==> src/rtl/rs485_pkg.sv <==
// Shared types and helpers for the RS485 echo node.
// The RS485_PARITY_EN macro adds an even-parity bit to both FSMs.
package rs485_pkg;

    typedef enum logic [2:0] {
        RX_IDLE,
        RX_START,
        RX_DATA,
`ifdef RS485_PARITY_EN
        RX_PARITY,
`endif
        RX_STOP
    } rx_state_e;

    typedef enum logic [2:0] {
        TX_IDLE,
        TX_LEAD,
        TX_START,
        TX_DATA,
`ifdef RS485_PARITY_EN
        TX_PARITY,
`endif
        TX_STOP,
        TX_GUARD
    } tx_state_e;

    function automatic int calc_bit_cnt(input int clk_freq, input int bps);
        return clk_freq / bps;
    endfunction

    function automatic int cnt_width(input int n);
        return (n > 2) ? $clog2(n) : 1;
    endfunction

    // Parity bit that makes the total count of ones even.
    function automatic logic even_par(input logic [8:0] d);
        return ^d;
    endfunction

endpackage

==> src/rtl/rs485_fifo.sv <==
// Frame buffer for the echo node: registered pointers, first-word-fall-through read.
module rs485_fifo #(
    parameter int DATA_BITS  = 8,
    parameter int FIFO_DEPTH = 16
) (
    input  logic                          clk_i,
    input  logic                          rst_ni,
    input  logic                          push_i,
    input  logic [DATA_BITS-1:0]          wdata_i,
    input  logic                          pop_i,
    output logic [DATA_BITS-1:0]          rdata_o,
    output logic                          full_o,
    output logic                          empty_o,
    output logic [$clog2(FIFO_DEPTH):0]   level_o
);
    localparam int AW = $clog2(FIFO_DEPTH);

    logic [DATA_BITS-1:0] mem_q [FIFO_DEPTH];
    logic [AW:0]          wr_q, rd_q;
    logic                 do_push, do_pop;

    assign level_o = wr_q - rd_q;
    assign full_o  = (level_o == (AW+1)'(FIFO_DEPTH));
    assign empty_o = (wr_q == rd_q);
    assign rdata_o = mem_q[rd_q[AW-1:0]];

    // A pop frees the slot in the same cycle, so push-while-full succeeds then.
    assign do_push = push_i & (~full_o | pop_i);
    assign do_pop  = pop_i & ~empty_o;

    always_ff @(posedge clk_i or negedge rst_ni) begin
        if (!rst_ni) begin
            wr_q <= '0;
            rd_q <= '0;
        end else begin
            if (do_push) wr_q <= wr_q + 1'b1;
            if (do_pop)  rd_q <= rd_q + 1'b1;
        end
    end

    always_ff @(posedge clk_i) begin
        if (do_push) mem_q[wr_q[AW-1:0]] <= wdata_i;
    end

endmodule

==> src/rtl/rs485_echo_buf.sv <==
// Half-duplex RS485 echo node: receive, buffer, retransmit when the bus is free.
// Optional even parity on both paths via RS485_PARITY_EN.
module rs485_echo_buf import rs485_pkg::*; #(
    parameter int CLK_FREQ   = 50_000_000,
    parameter int UART_BPS   = 9600,
    parameter int DATA_BITS  = 8,
    parameter int FIFO_DEPTH = 16,
    parameter int GUARD_BITS = 1
) (
    input  logic                        sys_clk,
    input  logic                        sys_rst_n,
    input  logic                        rx,
    output logic                        tx,
    output logic                        work_en,
    output logic                        rx_frame_err,
    output logic                        fifo_ovf,
    output logic [$clog2(FIFO_DEPTH):0] fifo_level
);
    localparam int BIT_CNT = calc_bit_cnt(CLK_FREQ, UART_BPS);
    localparam int CW      = cnt_width(BIT_CNT);
    localparam int IW      = cnt_width((DATA_BITS > GUARD_BITS ? DATA_BITS : GUARD_BITS) + 1);
    localparam logic [CW-1:0] CNT_LAST   = CW'(BIT_CNT - 1);
    localparam logic [CW-1:0] CNT_HALF   = CW'(BIT_CNT / 2 - 1);
    localparam logic [IW-1:0] DATA_LAST  = IW'(DATA_BITS - 1);
    localparam logic [IW-1:0] GUARD_LAST = IW'(GUARD_BITS - 1);

    logic rx_s1_q, rx_s2_q, rx_p_q, rx_fall;

    rx_state_e            rx_st_q, rx_st_d;
    logic [CW-1:0]        rx_cnt_q, rx_cnt_d;
    logic [IW-1:0]        rx_idx_q, rx_idx_d;
    logic [DATA_BITS-1:0] rx_sh_q, rx_sh_d;
    logic                 rx_err_q, rx_err_d, rx_push, rx_tick;

    tx_state_e            tx_st_q, tx_st_d;
    logic [CW-1:0]        tx_cnt_q, tx_cnt_d;
    logic [IW-1:0]        tx_idx_q, tx_idx_d;
    logic [DATA_BITS-1:0] tx_sh_q, tx_sh_d;
    logic                 tx_par_q, tx_par_d, tx_q, tx_d, we_q, we_d;
    logic                 tx_pop, tx_tick, tx_go;

    logic [DATA_BITS-1:0] f_rdata;
    logic                 f_full, f_empty, ovf_q;

    assign rx_fall = rx_p_q & ~rx_s2_q;
    assign rx_tick = (rx_cnt_q == CNT_LAST);
    assign tx_tick = (tx_cnt_q == CNT_LAST);
    // Skip the cycle a start edge is seen so TX never grabs the bus mid-arrival.
    assign tx_go   = ~f_empty & (rx_st_q == RX_IDLE) & ~rx_fall;

    always_comb begin
        rx_st_d  = rx_st_q;
        rx_cnt_d = rx_tick ? '0 : rx_cnt_q + 1'b1;
        rx_idx_d = rx_idx_q;
        rx_sh_d  = rx_sh_q;
        rx_push  = 1'b0;
        rx_err_d = 1'b0;
        case (rx_st_q)
            RX_IDLE: begin
                rx_cnt_d = '0;
                if (rx_fall) rx_st_d = RX_START;
            end
            RX_START: if (rx_cnt_q == CNT_HALF) begin
                rx_cnt_d = '0;
                rx_idx_d = '0;
                rx_st_d  = rx_s2_q ? RX_IDLE : RX_DATA;
            end
            RX_DATA: if (rx_tick) begin
                rx_sh_d  = {rx_s2_q, rx_sh_q[DATA_BITS-1:1]};
                rx_idx_d = rx_idx_q + 1'b1;
`ifdef RS485_PARITY_EN
                if (rx_idx_q == DATA_LAST) rx_st_d = RX_PARITY;
            end
            RX_PARITY: if (rx_tick) begin
                if (rx_s2_q != even_par(9'(rx_sh_q))) begin
                    rx_err_d = 1'b1;
                    rx_st_d  = RX_IDLE;
                end else begin
                    rx_st_d  = RX_STOP;
                end
`else
                if (rx_idx_q == DATA_LAST) rx_st_d = RX_STOP;
`endif
            end
            RX_STOP: if (rx_tick) begin
                rx_push  = rx_s2_q;
                rx_err_d = ~rx_s2_q;
                rx_st_d  = RX_IDLE;
            end
            default: rx_st_d = RX_IDLE;
        endcase
        // Our own echo comes back on rx while driving; ignore it.
        if (we_q) rx_st_d = RX_IDLE;
    end

    always_comb begin
        tx_st_d  = tx_st_q;
        tx_cnt_d = tx_tick ? '0 : tx_cnt_q + 1'b1;
        tx_idx_d = tx_idx_q;
        tx_sh_d  = tx_sh_q;
        tx_par_d = tx_par_q;
        tx_pop   = 1'b0;
        case (tx_st_q)
            TX_IDLE: begin
                tx_cnt_d = '0;
                if (tx_go) tx_st_d = TX_LEAD;
            end
            TX_LEAD: if (tx_tick) begin
                tx_pop   = 1'b1;
                tx_sh_d  = f_rdata;
                tx_par_d = even_par(9'(f_rdata));
                tx_st_d  = TX_START;
            end
            TX_START: if (tx_tick) begin
                tx_idx_d = '0;
                tx_st_d  = TX_DATA;
            end
            TX_DATA: if (tx_tick) begin
                tx_sh_d  = tx_sh_q >> 1;
                tx_idx_d = tx_idx_q + 1'b1;
`ifdef RS485_PARITY_EN
                if (tx_idx_q == DATA_LAST) tx_st_d = TX_PARITY;
            end
            TX_PARITY: if (tx_tick) begin
                tx_st_d = TX_STOP;
`else
                if (tx_idx_q == DATA_LAST) tx_st_d = TX_STOP;
`endif
            end
            TX_STOP: if (tx_tick) begin
                tx_idx_d = '0;
                if (!f_empty) begin
                    tx_pop   = 1'b1;
                    tx_sh_d  = f_rdata;
                    tx_par_d = even_par(9'(f_rdata));
                    tx_st_d  = TX_START;
                end else begin
                    tx_st_d  = TX_GUARD;
                end
            end
            TX_GUARD: if (tx_tick) begin
                tx_idx_d = tx_idx_q + 1'b1;
                if (tx_idx_q == GUARD_LAST) tx_st_d = TX_IDLE;
            end
            default: tx_st_d = TX_IDLE;
        endcase
        // Line level and driver enable are registered from the next state.
        case (tx_st_d)
            TX_START:  tx_d = 1'b0;
            TX_DATA:   tx_d = tx_sh_d[0];
`ifdef RS485_PARITY_EN
            TX_PARITY: tx_d = tx_par_d;
`endif
            default:   tx_d = 1'b1;
        endcase
        we_d = (tx_st_d != TX_IDLE);
    end

    always_ff @(posedge sys_clk or negedge sys_rst_n) begin
        if (!sys_rst_n) begin
            rx_s1_q  <= 1'b1;
            rx_s2_q  <= 1'b1;
            rx_p_q   <= 1'b1;
            rx_st_q  <= RX_IDLE;
            rx_cnt_q <= '0;
            rx_idx_q <= '0;
            rx_sh_q  <= '0;
            rx_err_q <= 1'b0;
            tx_st_q  <= TX_IDLE;
            tx_cnt_q <= '0;
            tx_idx_q <= '0;
            tx_sh_q  <= '0;
            tx_par_q <= 1'b0;
            tx_q     <= 1'b1;
            we_q     <= 1'b0;
            ovf_q    <= 1'b0;
        end else begin
            rx_s1_q  <= rx;
            rx_s2_q  <= rx_s1_q;
            rx_p_q   <= rx_s2_q;
            rx_st_q  <= rx_st_d;
            rx_cnt_q <= rx_cnt_d;
            rx_idx_q <= rx_idx_d;
            rx_sh_q  <= rx_sh_d;
            rx_err_q <= rx_err_d;
            tx_st_q  <= tx_st_d;
            tx_cnt_q <= tx_cnt_d;
            tx_idx_q <= tx_idx_d;
            tx_sh_q  <= tx_sh_d;
            tx_par_q <= tx_par_d;
            tx_q     <= tx_d;
            we_q     <= we_d;
            ovf_q    <= rx_push & f_full & ~tx_pop;
        end
    end

    rs485_fifo #(
        .DATA_BITS  (DATA_BITS),
        .FIFO_DEPTH (FIFO_DEPTH)
    ) u_fifo (
        .clk_i   (sys_clk),
        .rst_ni  (sys_rst_n),
        .push_i  (rx_push),
        .wdata_i (rx_sh_q),
        .pop_i   (tx_pop),
        .rdata_o (f_rdata),
        .full_o  (f_full),
        .empty_o (f_empty),
        .level_o (fifo_level)
    );

    assign tx           = tx_q;
    assign work_en      = we_q;
    assign rx_frame_err = rx_err_q;
    assign fifo_ovf     = ovf_q;

endmodule

==> config.mk <==
export PLATFORM = sky130hd
export DESIGN_NAME = rs485_echo_buf
export DESIGN_NICKNAME = d
export VERILOG_FILES = /design/src/rtl/rs485_pkg.sv /design/src/rtl/rs485_fifo.sv /design/src/rtl/rs485_echo_buf.sv
export SDC_FILE = /design/constraint.sdc
export NUM_CORES = 1
export LEC_CHECK = 0
export ABC_AREA = 1
export CAP_MARGIN = 20
export CORE_MARGIN = 5
export CORE_UTILIZATION = 40
export CTS_CLUSTER_SIZE = 28
export DETAILED_ROUTE_END_ITERATION = 10
export GPL_TIMING_DRIVEN = 0
export PLACE_DENSITY = 0.63
export SYNTH_ARGS = -nofsm -noshare
export SYNTH_HDL_FRONTEND = slang
export SYNTH_SLANG_ARGS = --single-unit
==> constraint.sdc <==
create_clock -name sys_clk -period 3.4 [get_ports sys_clk]
set_clock_uncertainty 0.05 [all_clocks]
set_input_delay 0.68 -clock sys_clk [delete_from_list [all_inputs] [get_ports sys_clk]]
set_output_delay 0.68 -clock sys_clk [all_outputs]
set_load 0.05 [all_outputs]
==> results.py <==
metrics = {
    "status": {
        "status": "finished clean",
    },
    "drt": {
        "post-route-drc-count": 0,
        "drtIter0Drc": 548,
        "viasPerCell": 5.13,
        "wl_per_cell_um": 16.5,
        "routed_wl_mm": 20.6,
        "antenna_left": 0,
        "drt_pass1_iterations": 5,
        "num_vias": 6412,
    },
    "yosys": {
        "syn_avg_cell_area_um2": 9.81,
        "synth_ff_type": "edfxtp_1",
        "synth_cells": 924,
        "synth_edf_count": 128,
        "synth_area_um2": 9060,
        "synth_fp_nets": 942,
        "async_flop_share_pct": 36.0,
        "netlist-cell-type-count": 40,
        "yosys_warnings": 0,
        "ys_seq_area_share_pct": 62.3,
        "synth_seq_cells": 200,
    },
    "setup_path": {
        "reg2reg_from": "u_fifo.rd_q[2]",
        "r2r-end": "u_fifo.mem_q[3][1]",
        "cp-start-kind": "register",
        "crit_fanout": 20,
        "required_ns": 2.67,
        "crit_type": "register to output pin",
        "r2r_cells": 13,
        "end_kind": "output pin",
        "cp.arrival_ns": 2.47,
        "r2r_setup_slack_ns": 0.35,
    },
    "global_routing": {
        "grt_most_used_layer": "met2",
        "use_met3_pct": 3.18,
        "grt_antenna_before_repair": 0,
        "grt_max_degree": 59,
        "grt_pass1_vias": 6046,
        "grt_pass1_wl_mm": 33.1,
        "grt_usage_pct": 16.5,
        "grt_overflow": 0,
        "use_met1_pct": 22.3,
        "met2_usage_pct": 27.0,
    },
    "final_layout": {
        "finalInstanceArea_um2": 10300,
        "final_nets": 970,
        "syn_to_final_growth_pct": 13.7,
        "drive_above_1_share_pct": 11.2,
        "num-fill-cells": 2054,
        "postLayoutCoreUtil_pct": 45.8,
        "antennaDiodeCount": 0,
    },
    "pwr": {
        "swShare_pct": 23.6,
        "p_comb_share_pct": 4.1,
        "power.density_nw_per_um2": 472,
        "leakage_nw": 4.00,
        "total_power_w": 0.00486,
        "clockPowerShare_pct": 41.7,
        "p_int_w": 0.00372,
        "peakVddDrop_mv": 0.309,
        "power_switching_w": 0.00115,
        "seqPwrFrac_pct": 54.2,
    },
    "placement": {
        "globalplace.congestion": 0.858,
        "dp_hpwl_mm": 14.2,
        "portBuffers": 11,
        "place_area_um2": 9570,
        "pre_cts_ws_ns": -0.526,
    },
    "clock_tree": {
        "insertion_delay_ns": 0.44,
        "cts_tree": "yes",
        "clockRootBuffer": "clkbuf_16",
        "cts.sinks": 200,
        "cts_buffers": 17,
        "ctsLongestPathBuffers": 2,
        "clkSlewWorstSetupHoldPaths_ns": 0.08,
        "cts.htree.levels": 4,
    },
    "floorplan": {
        "die_y_um": 161,
        "die_area_um2": 25800,
        "io_pins": 12,
        "fp.dieW_um": 161,
        "initial_core_util_pct": 40.3,
        "coreArea_um2": 22500,
        "rows": 55,
    },
    "timing": {
        "finalCritPeriodShare_pct": 94.2,
        "setup_tns_ns": 0,
        "drv_slew": 0,
        "max_freq_mhz": 312,
        "hold_violations": 0,
        "setup_viol": 0,
        "tightest_slew_ns": 0.715,
        "fin_crit_ns": 3.20,
        "max-slew-margin-rel_pct": 52.3,
        "setup_ws_ns": 0.198,
        "rsz0062_at_grt": "false",
    },
    "hold_path": {
        "hp-class": "input pin to asynchronous set/reset pin",
    },
    "job": {
        "drv_cap": 0,
    },
}
==> synthesized netlist by cell type (4+ instances only) <==
library cell	instances	area, um^2
nand3_2	6	60.1
dfstp_2	4	105
o21ai_1	8	40.0
a21oi_1	35	175
xor2_1	16	140
o21ai_0	22	110
nand2_2	5	31.3
buf_2	11	55.1
inv_1	66	248
nand3_1	131	656
edfxtp_1	128	3840
dfrtp_1	68	1700
inv_2	12	45.0
nor3_2	4	40.0
ha_1	14	175
nor2_1	77	289
buf_1	5	18.8
clkbuf_1	13	48.8
nand2_1	243	912
nor3_1	15	75.1
nand4_1	11	68.8
==> state kept, by name, summed over array words and instances, names as in the netlist <==
| signal | count |
|---|---|
| fifo_ovf | 1 |
| rx_cnt_q | 13 |
| rx_frame_err | 1 |
| rx_idx_q | 4 |
| rx_p_q | 1 |
| rx_s1_q | 1 |
| rx_s2_q | 1 |
| rx_sh_q | 8 |
| rx_st_q | 2 |
| tx | 1 |
| tx_cnt_q | 13 |
| tx_idx_q | 4 |
| tx_sh_q | 8 |
| tx_st_q | 3 |
| u_fifo.mem_q | 128 |
| u_fifo.rd_q | 5 |
| u_fifo.wr_q | 5 |
| work_en | 1 |
==> cells by family after synthesis <==
kind of cell,synth area share [%]
xor+xnor,1.64
simple gates,24.6
buf+inv,4.89
fa+ha+maj,2.15
flops,62.3
compound gates,4.35
==> cells in the final DEF, fill, tap and decap left out, drive strengths merged, types with 16 or more instances in the layout <==
cell	count
dfrtp	68
nor3	20
clkbuf	26
o21ai	30
nand2	248
xor2	16
nor2	78
inv	84
buf	20
nand3	137
edfxtp	128
a21oi	35
==> routing by layer <==
layer / wire length [um] / up-vias
met5: 0 / -
met4: 360 / 0
met3: 1010 / 32
met2: 9880 / 159
met1: 9340 / 3044
li1: - / 3177
==> how the worst max path moves through the flow <==
stage,slack [ns],end,cells past startpoint,from
6_report,0.20,fifo_level[4],7,u_fifo.rd_q[1]
2_1_floorplan,0.16,u_fifo.mem_q[0][0],12,u_fifo.rd_q[1]
3_3_place_gp,-1.0,rx_sh_q[2],1,sys_rst_n
3_5_place_dp,-0.53,u_fifo.mem_q[8][0],14,u_fifo.rd_q[1]
4_1_cts,-0.21,fifo_level[4],7,u_fifo.rd_q[3]
5_1_grt,0.02,fifo_level[4],9,u_fifo.wr_q[0]
==> power by group through the flow <==
stage               Clock (W)  Sequential [W]  Combinational (W)
finish                0.00203         0.00263           0.000198
detailed placement          0         0.00269           0.000200
CTS                   0.00206         0.00263           0.000201
global placement            0         0.00269           0.000195
floorplan                   0         0.00268           0.000144
global route          0.00217         0.00264           0.000236
==> layout make-up <==
cell class / instances / area (um^2) / area share, %
multi-input combinational: 612 / 3110 / 30.1
sequential: 200 / 5650 / 54.8
clock buffer: 17 / 425 / 4.13
buffer: 25 / 115 / 1.12
clock inverter: 15 / 180 / 1.75
timing repair buffer: 14 / 153 / 1.48
tap: 285 / 357 / 3.46
inverter: 82 / 318 / 3.08
==> repair_timing <==
item / 4_1_cts / 5_1_grt
gates resized for setup: 41 / 7
setup endpoints to repair: 132 / 130
setup buffers: 0 / 2
hold buffers: 0 / 0
==> critical path, stage by stage (launching register included) <==
cell and delay, ns:
dfrtp_1 0.53, inv_4 0.19, fa_1 0.54, nand2_1 0.09, nand2_1 0.07, nand3_1 0.10
and2_1 0.14, clkdlybuf4s15_2 0.37
==> metrics by stage <==
| step | instances | hold slack, ns |
|---|---|---|
| 6_report | 1250 | 0.0526 |
| 4_1_cts | 1250 | 0.0508 |
| 5_1_grt | 1250 | 0.0437 |
| 3_5_place_dp | 1221 | 0.297 |
| 2_1_floorplan | 924 | 0.295 |
| 3_3_place_gp | 1220 | 0.296 |
No activity file was read; power rests on OpenSTA's default activity.
